[src/rtl/sbox_array.sv]
`default_nettype none
// ============================================================================
//  Module   : sbox_array
//  Purpose  : Folded AES byte-substitution engine. A block of LANES bytes is
//             captured, then NSBOX bytes per cycle are replaced in place by
//             the FIPS-197 S-box (SubBytes) or inverse S-box (InvSubBytes).
//             The block is emitted after FOLD = LANES/NSBOX beats.
//  Revision : 1.0  initial release
// ----------------------------------------------------------------------------
//  Ports
//    clk        in   1        rising-edge clock
//    rst        in   1        synchronous active-high reset
//    in_valid   in   1        input block offered
//    in_ready   out  1        engine idle, can accept a block
//    in_data    in   8*LANES  input block, byte i = in_data[8i+7:8i]
//    in_inv     in   1        0 = forward S-box, 1 = inverse S-box
//    out_valid  out  1        result block available
//    out_ready  in   1        downstream accepts the result
//    out_data   out  8*LANES  substituted block, same byte order
//    busy       out  1        engine not idle
// ============================================================================
module sbox_array #(
   parameter int LANES = 16,
   parameter int NSBOX = 4
) (
   input  logic               clk,
   input  logic               rst,
   input  logic               in_valid,
   output logic               in_ready,
   input  logic [8*LANES-1:0] in_data,
   input  logic               in_inv,
   output logic               out_valid,
   input  logic               out_ready,
   output logic [8*LANES-1:0] out_data,
   output logic               busy
);

   localparam int FOLD   = LANES / NSBOX;
   localparam int CW_RAW = $clog2(FOLD + 1);
   localparam int CW     = (CW_RAW < 1) ? 1 : CW_RAW;
   localparam int LW_RAW = $clog2(LANES);
   localparam int LW     = (LW_RAW < 1) ? 1 : LW_RAW;
   localparam logic [CW-1:0] LAST_BEAT = CW'(FOLD - 1);

   typedef enum logic [1:0] {
      ST_IDLE = 2'd0,
      ST_RUN  = 2'd1,
      ST_DONE = 2'd2
   } state_t;

   state_t        r_state;
   logic [CW-1:0] r_beat;
   logic          r_inv;
   logic [7:0]    r_work [LANES];

   logic [LW-1:0] w_lane [NSBOX];
   logic [7:0]    w_pre  [NSBOX];
   logic [7:0]    w_gi   [NSBOX];
   logic [7:0]    w_sub  [NSBOX];

   // GF(2^8) multiply modulo x^8 + x^4 + x^3 + x + 1.
   function automatic logic [7:0] gf_mul(input logic [7:0] a, input logic [7:0] b);
      logic [7:0] p;
      logic [7:0] aa;
      p  = 8'h00;
      aa = a;
      for (int i = 0; i < 8; i++) begin
         if (b[i]) p = p ^ aa;
         aa = {aa[6:0], 1'b0} ^ (aa[7] ? 8'h1b : 8'h00);
      end
      return p;
   endfunction

   // Multiplicative inverse as a^254 (= a^2 * a^4 * ... * a^128); maps 0 to 0.
   function automatic logic [7:0] gf_inv(input logic [7:0] a);
      logic [7:0] sq;
      logic [7:0] acc;
      sq  = a;
      acc = 8'h01;
      for (int i = 1; i < 8; i++) begin
         sq  = gf_mul(sq, sq);
         acc = gf_mul(acc, sq);
      end
      return acc;
   endfunction

   // Forward affine map: b ^ rotl1 ^ rotl2 ^ rotl3 ^ rotl4 ^ 0x63.
   function automatic logic [7:0] affine(input logic [7:0] b);
      return b ^ {b[6:0], b[7]} ^ {b[5:0], b[7:6]} ^ {b[4:0], b[7:5]}
               ^ {b[3:0], b[7:4]} ^ 8'h63;
   endfunction

   // Inverse affine map: rotl1 ^ rotl3 ^ rotl6 ^ 0x05.
   function automatic logic [7:0] inv_affine(input logic [7:0] b);
      return {b[6:0], b[7]} ^ {b[4:0], b[7:5]} ^ {b[1:0], b[7:2]} ^ 8'h05;
   endfunction

   // Each lane shares one field inverter between both directions:
   // forward = affine(inv(x)), inverse = inv(inv_affine(x)).
   for (genvar j = 0; j < NSBOX; j++) begin : g_lane
      assign w_lane[j] = LW'(int'(r_beat) * NSBOX + j);
      assign w_pre[j]  = r_inv ? inv_affine(r_work[w_lane[j]]) : r_work[w_lane[j]];
      assign w_gi[j]   = gf_inv(w_pre[j]);
      assign w_sub[j]  = r_inv ? w_gi[j] : affine(w_gi[j]);
   end

   for (genvar i = 0; i < LANES; i++) begin : g_out
      assign out_data[8*i +: 8] = r_work[i];
   end

   always_ff @(posedge clk) begin
      if (rst) begin
         r_state   <= ST_IDLE;
         r_beat    <= '0;
         r_inv     <= 1'b0;
         in_ready  <= 1'b1;
         out_valid <= 1'b0;
         busy      <= 1'b0;
         for (int i = 0; i < LANES; i++) r_work[i] <= 8'h00;
      end else begin
         case (r_state)
            ST_IDLE: begin
               if (in_valid) begin
                  for (int i = 0; i < LANES; i++) r_work[i] <= in_data[8*i +: 8];
                  r_inv    <= in_inv;
                  r_beat   <= '0;
                  r_state  <= ST_RUN;
                  in_ready <= 1'b0;
                  busy     <= 1'b1;
               end
            end
            ST_RUN: begin
               for (int j = 0; j < NSBOX; j++) r_work[w_lane[j]] <= w_sub[j];
               r_beat <= r_beat + 1'b1;
               if (r_beat == LAST_BEAT) begin
                  r_state   <= ST_DONE;
                  out_valid <= 1'b1;
               end
            end
            ST_DONE: begin
               // Returning to IDLE (not accepting) keeps the minimum period
               // at FOLD+2 cycles.
               if (out_ready) begin
                  r_state   <= ST_IDLE;
                  out_valid <= 1'b0;
                  in_ready  <= 1'b1;
                  busy      <= 1'b0;
               end
            end
            default: begin
               r_state   <= ST_IDLE;
               in_ready  <= 1'b1;
               out_valid <= 1'b0;
               busy      <= 1'b0;
            end
         endcase
      end
   end

endmodule
`default_nettype wire

[config.mk]
export PLATFORM = sky130hd
export DESIGN_NAME = sbox_array
export DESIGN_NICKNAME = d
export VERILOG_FILES = /design/src/rtl/sbox_array.sv
export SDC_FILE = /design/constraint.sdc
export NUM_CORES = 2
export LEC_CHECK = 0
export CAP_MARGIN = 20
export CORE_MARGIN = 1.5
export CORE_UTILIZATION = 30
export DETAILED_ROUTE_END_ITERATION = 8
export SYNTH_ARGS = -nofsm -noshare
export SYNTH_HDL_FRONTEND = slang
export SYNTH_SLANG_ARGS = --single-unit
[constraint.sdc]
create_clock -name clk -period 22.1 [get_ports clk]
set_input_delay 3.315 -clock clk [delete_from_list [all_inputs] [get_ports clk]]
set_output_delay 3.315 -clock clk [all_outputs]
set_load 0.01 [all_outputs]
==> summary.txt <==
Commonest non-fill, non-tap cell in the layout: xnor2_1
Via Count: 66213
Clk_lat worst skew: 0.47 ns
Die Area: 0.232 sq mm
Gr ovfl total: 0
Drt wl/cell: 19.6 microns
Commonest register cell after synthesis: edfxtp_1
Post-Synthesis Cells: 8955
Post-synth EDFFs: 128
Crit path arrival time: 20.95 ns
Post-Syn Area: 0.0686 sq mm
CP startpoint kind: flop
Die X-Extent: 481 microns
Final GP Congestion: 0.935
First-pass GRT wire length: 366000 microns
Tightest Hold Check Type: reg2reg
Clock Skew: 0.0179 ns
Setup TNS: 0 ns
Detailed Place HPWL: 172000 microns
Design area: 0.0756 sq mm
Number of failing hold endpoints at the final stage: 0
Pre-antenna DRT Iters: 6
Clk sinks: 139
Worst Tran Pin Value: 1.14 ns
Rows: 175
Fillers: 23794
Die height: 481 microns
Max_cap viols: 0
Critical path endpoint category: flop
Synthesized net count: 9121
Reg clk slew, reported paths: 0.07 ns
CP Data Required Time: 22.28 ns
Final net count: 9066
Ys async rst share: 0%
CTS tree: yes
Starting Density: 30.2%
H-tree Lvls: 4
Most frequent cells in the layout: xnor2_1 (1552), nor2_1 (1151), nand2_1 (1002), a21oi_1 (424), o21ai_0 (395)
Synth Warn #: 0
Status: finished clean
Port Buffer Count: 263
Post-layout util: 33.3%
Avg Cell Area, Syn: 7.66 sq um
Relative slew slack: 23.6%
DRC: 0
Flops & latches, synth: 139
Crit Path Category: reg2reg
Remaining antenna violation count: 0
Placed instance area: 0.0748 sq mm
Critical path fanouts, max: 24
Final worst-path setup slack: 1.33 ns
Ports: 264
Total GRT Usage: 19.3%
Root Buffer: clkbuf_16
Fmax achieved: 48.1 MHz
Longest Clk Path Bufs: 2
Core area: 0.227 sq mm
Period utilisation layout: 94.0%
Num CTS Buffers: 17
Routed vias/inst: 5.55
Most frequent CP cell: xor2_1
Multi-input gate area: 0.0618 sq mm
Slowest CP cell: a2111oi_0
DP Worst Slack: 1.06 ns
Final wirelength: 234000 microns
RSZ-0062 raised after global routing: false
Drt initial violations: 6580
Final setup violation count: 0
Distinct cells, synth: 140
Sequential-to-total area share from yosys stat: 5.92%
Slowest stage delay, CP: 0.72 ns
Crit path time final: 20.77 ns
Vias in the first global route: 62532
Antenna violations before repair: 7
Reg area: 0.00408 sq mm
Share of cells above drive strength 1: 9.79%
Setup bufs post-CTS: 0
Pin count of the biggest net entering global routing: 80
Pins Over Slew Limit: 0
Area grow syn2layout: 10.2%
## path summary, 6_finish.rpt
kind	from	endpoint	slack, ns	cells after the start
setup / recovery	r_beat[0]	r_work[5][1]	1.33	64
hold / removal	r_beat[2]	r_beat[2]	0.51	2
setup reg to reg	r_beat[0]	r_work[5][1]	1.33	64
hold reg to reg	r_beat[2]	r_beat[2]	0.51	2
## critical path, delay by kind of cell, from the launching register on
kind / cells / cell delay (ns)
adder cells (fa/ha/maj): 3 / 1.32
AND/OR/NAND/NOR: 13 / 2.81
multiplexers: 4 / 1.79
XOR/XNOR: 15 / 5.49
buffers and inverters: 7 / 1.09
flip-flops: 1 / 0.62
AO/OA/AOI/OAI: 22 / 7.30
## registers in the layout, indices dropped and copies added, names as in the netlist, named ones only
register   flops
r_work       128
r_beat         3
r_state        2
busy           1
in_ready       1
out_valid      1
r_inv          1
## cells in the mapped netlist, drive strengths merged, types with 33 or more instances
| cell type | n | area (sq um) |
|---|---|---|
| buf | 261 | 1430 |
| o22ai | 115 | 726 |
| a221oi | 33 | 308 |
| o31ai | 40 | 305 |
| nand3 | 208 | 1050 |
| a21o | 41 | 308 |
| and3 | 56 | 355 |
| nand4 | 51 | 319 |
| or2 | 40 | 250 |
| nor3 | 242 | 1230 |
| a22o | 50 | 438 |
| xnor3 | 311 | 7040 |
| o221ai | 36 | 315 |
| clkbuf | 378 | 1420 |
| edfxtp | 128 | 3840 |
| o211ai | 100 | 751 |
| nor2 | 1168 | 4410 |
| nor2b | 57 | 357 |
| a22oi | 65 | 498 |
| xnor2 | 1725 | 16300 |
| mux2i | 274 | 2860 |
| nand2b | 49 | 307 |
| a21oi | 434 | 2220 |
| inv | 86 | 325 |
| mux2 | 66 | 747 |
| nand2 | 1012 | 3810 |
| mux4 | 34 | 766 |
| o21a | 36 | 270 |
| xor3 | 66 | 1580 |
| and2 | 59 | 369 |
| ha | 33 | 413 |
| a31oi | 80 | 515 |
| nor4 | 44 | 294 |
| xor2 | 445 | 4340 |
| a211oi | 102 | 818 |
| o21ai | 514 | 2590 |
| or3 | 47 | 294 |
## routing by layer
layer / part of all wire, % / up-vias / GRT usage, %
met3: 4.9 / 321 / 0.940
met2: 47 / 2440 / 31.8
met5: 0 / - / 0
met4: 6.2 / 0 / 11.2
met1: 42 / 32008 / 25.0
li1: - / 31444 / -
## logic make-up (layout without fill, tap and decap cells)
| logic type | count (synthesis) | after routing | share of synthesized area, % |
|---|---|---|---|
| and+or+nand+nor | 3111 | 3111 | 20.0 |
| xor gates and xnor gates | 2547 | 2547 | 42.7 |
| AOI/OAI and AO/OA | 2014 | 2014 | 19.7 |
| buffers and inverters | 734 | 692 | 4.69 |
| muxes | 374 | 374 | 6.37 |
| DFF | 139 | 139 | 5.92 |
| adders and majority gates | 36 | 36 | 0.646 |
| other | 0 | 5 | 0 |
## metrics by stage
| stage | cells | hold slack [ns] |
|---|---|---|
| 2_1_floorplan | 8955 | 0.454 |
| 3_3_place_gp | 11882 | 0.469 |
| 3_5_place_dp | 11883 | 0.493 |
| 4_1_cts | 11915 | 0.509 |
| 5_1_grt | 11927 | 0.549 |
| 6_report | 11927 | 0.509 |
## area by class of cell
type                       count  area share, %
clock buffer                  20          0.591
tap                         3009           4.98
antenna                        5         0.0165
multi-input combinational   8082           81.8
sequential                   139           5.39
timing repair buffer         565           6.49
clock inverter                12          0.278
inverter                      95          0.475
## what timing repair did
action | 4_1_cts | 5_1_grt
hold buffers | 0 | 0
resized for setup | 0 | 12
endpoints found under the setup margin | 0 | 92
Power is not shown: default switching activity piles up to over one toggle a cycle in this logic, so the estimate is an artifact.
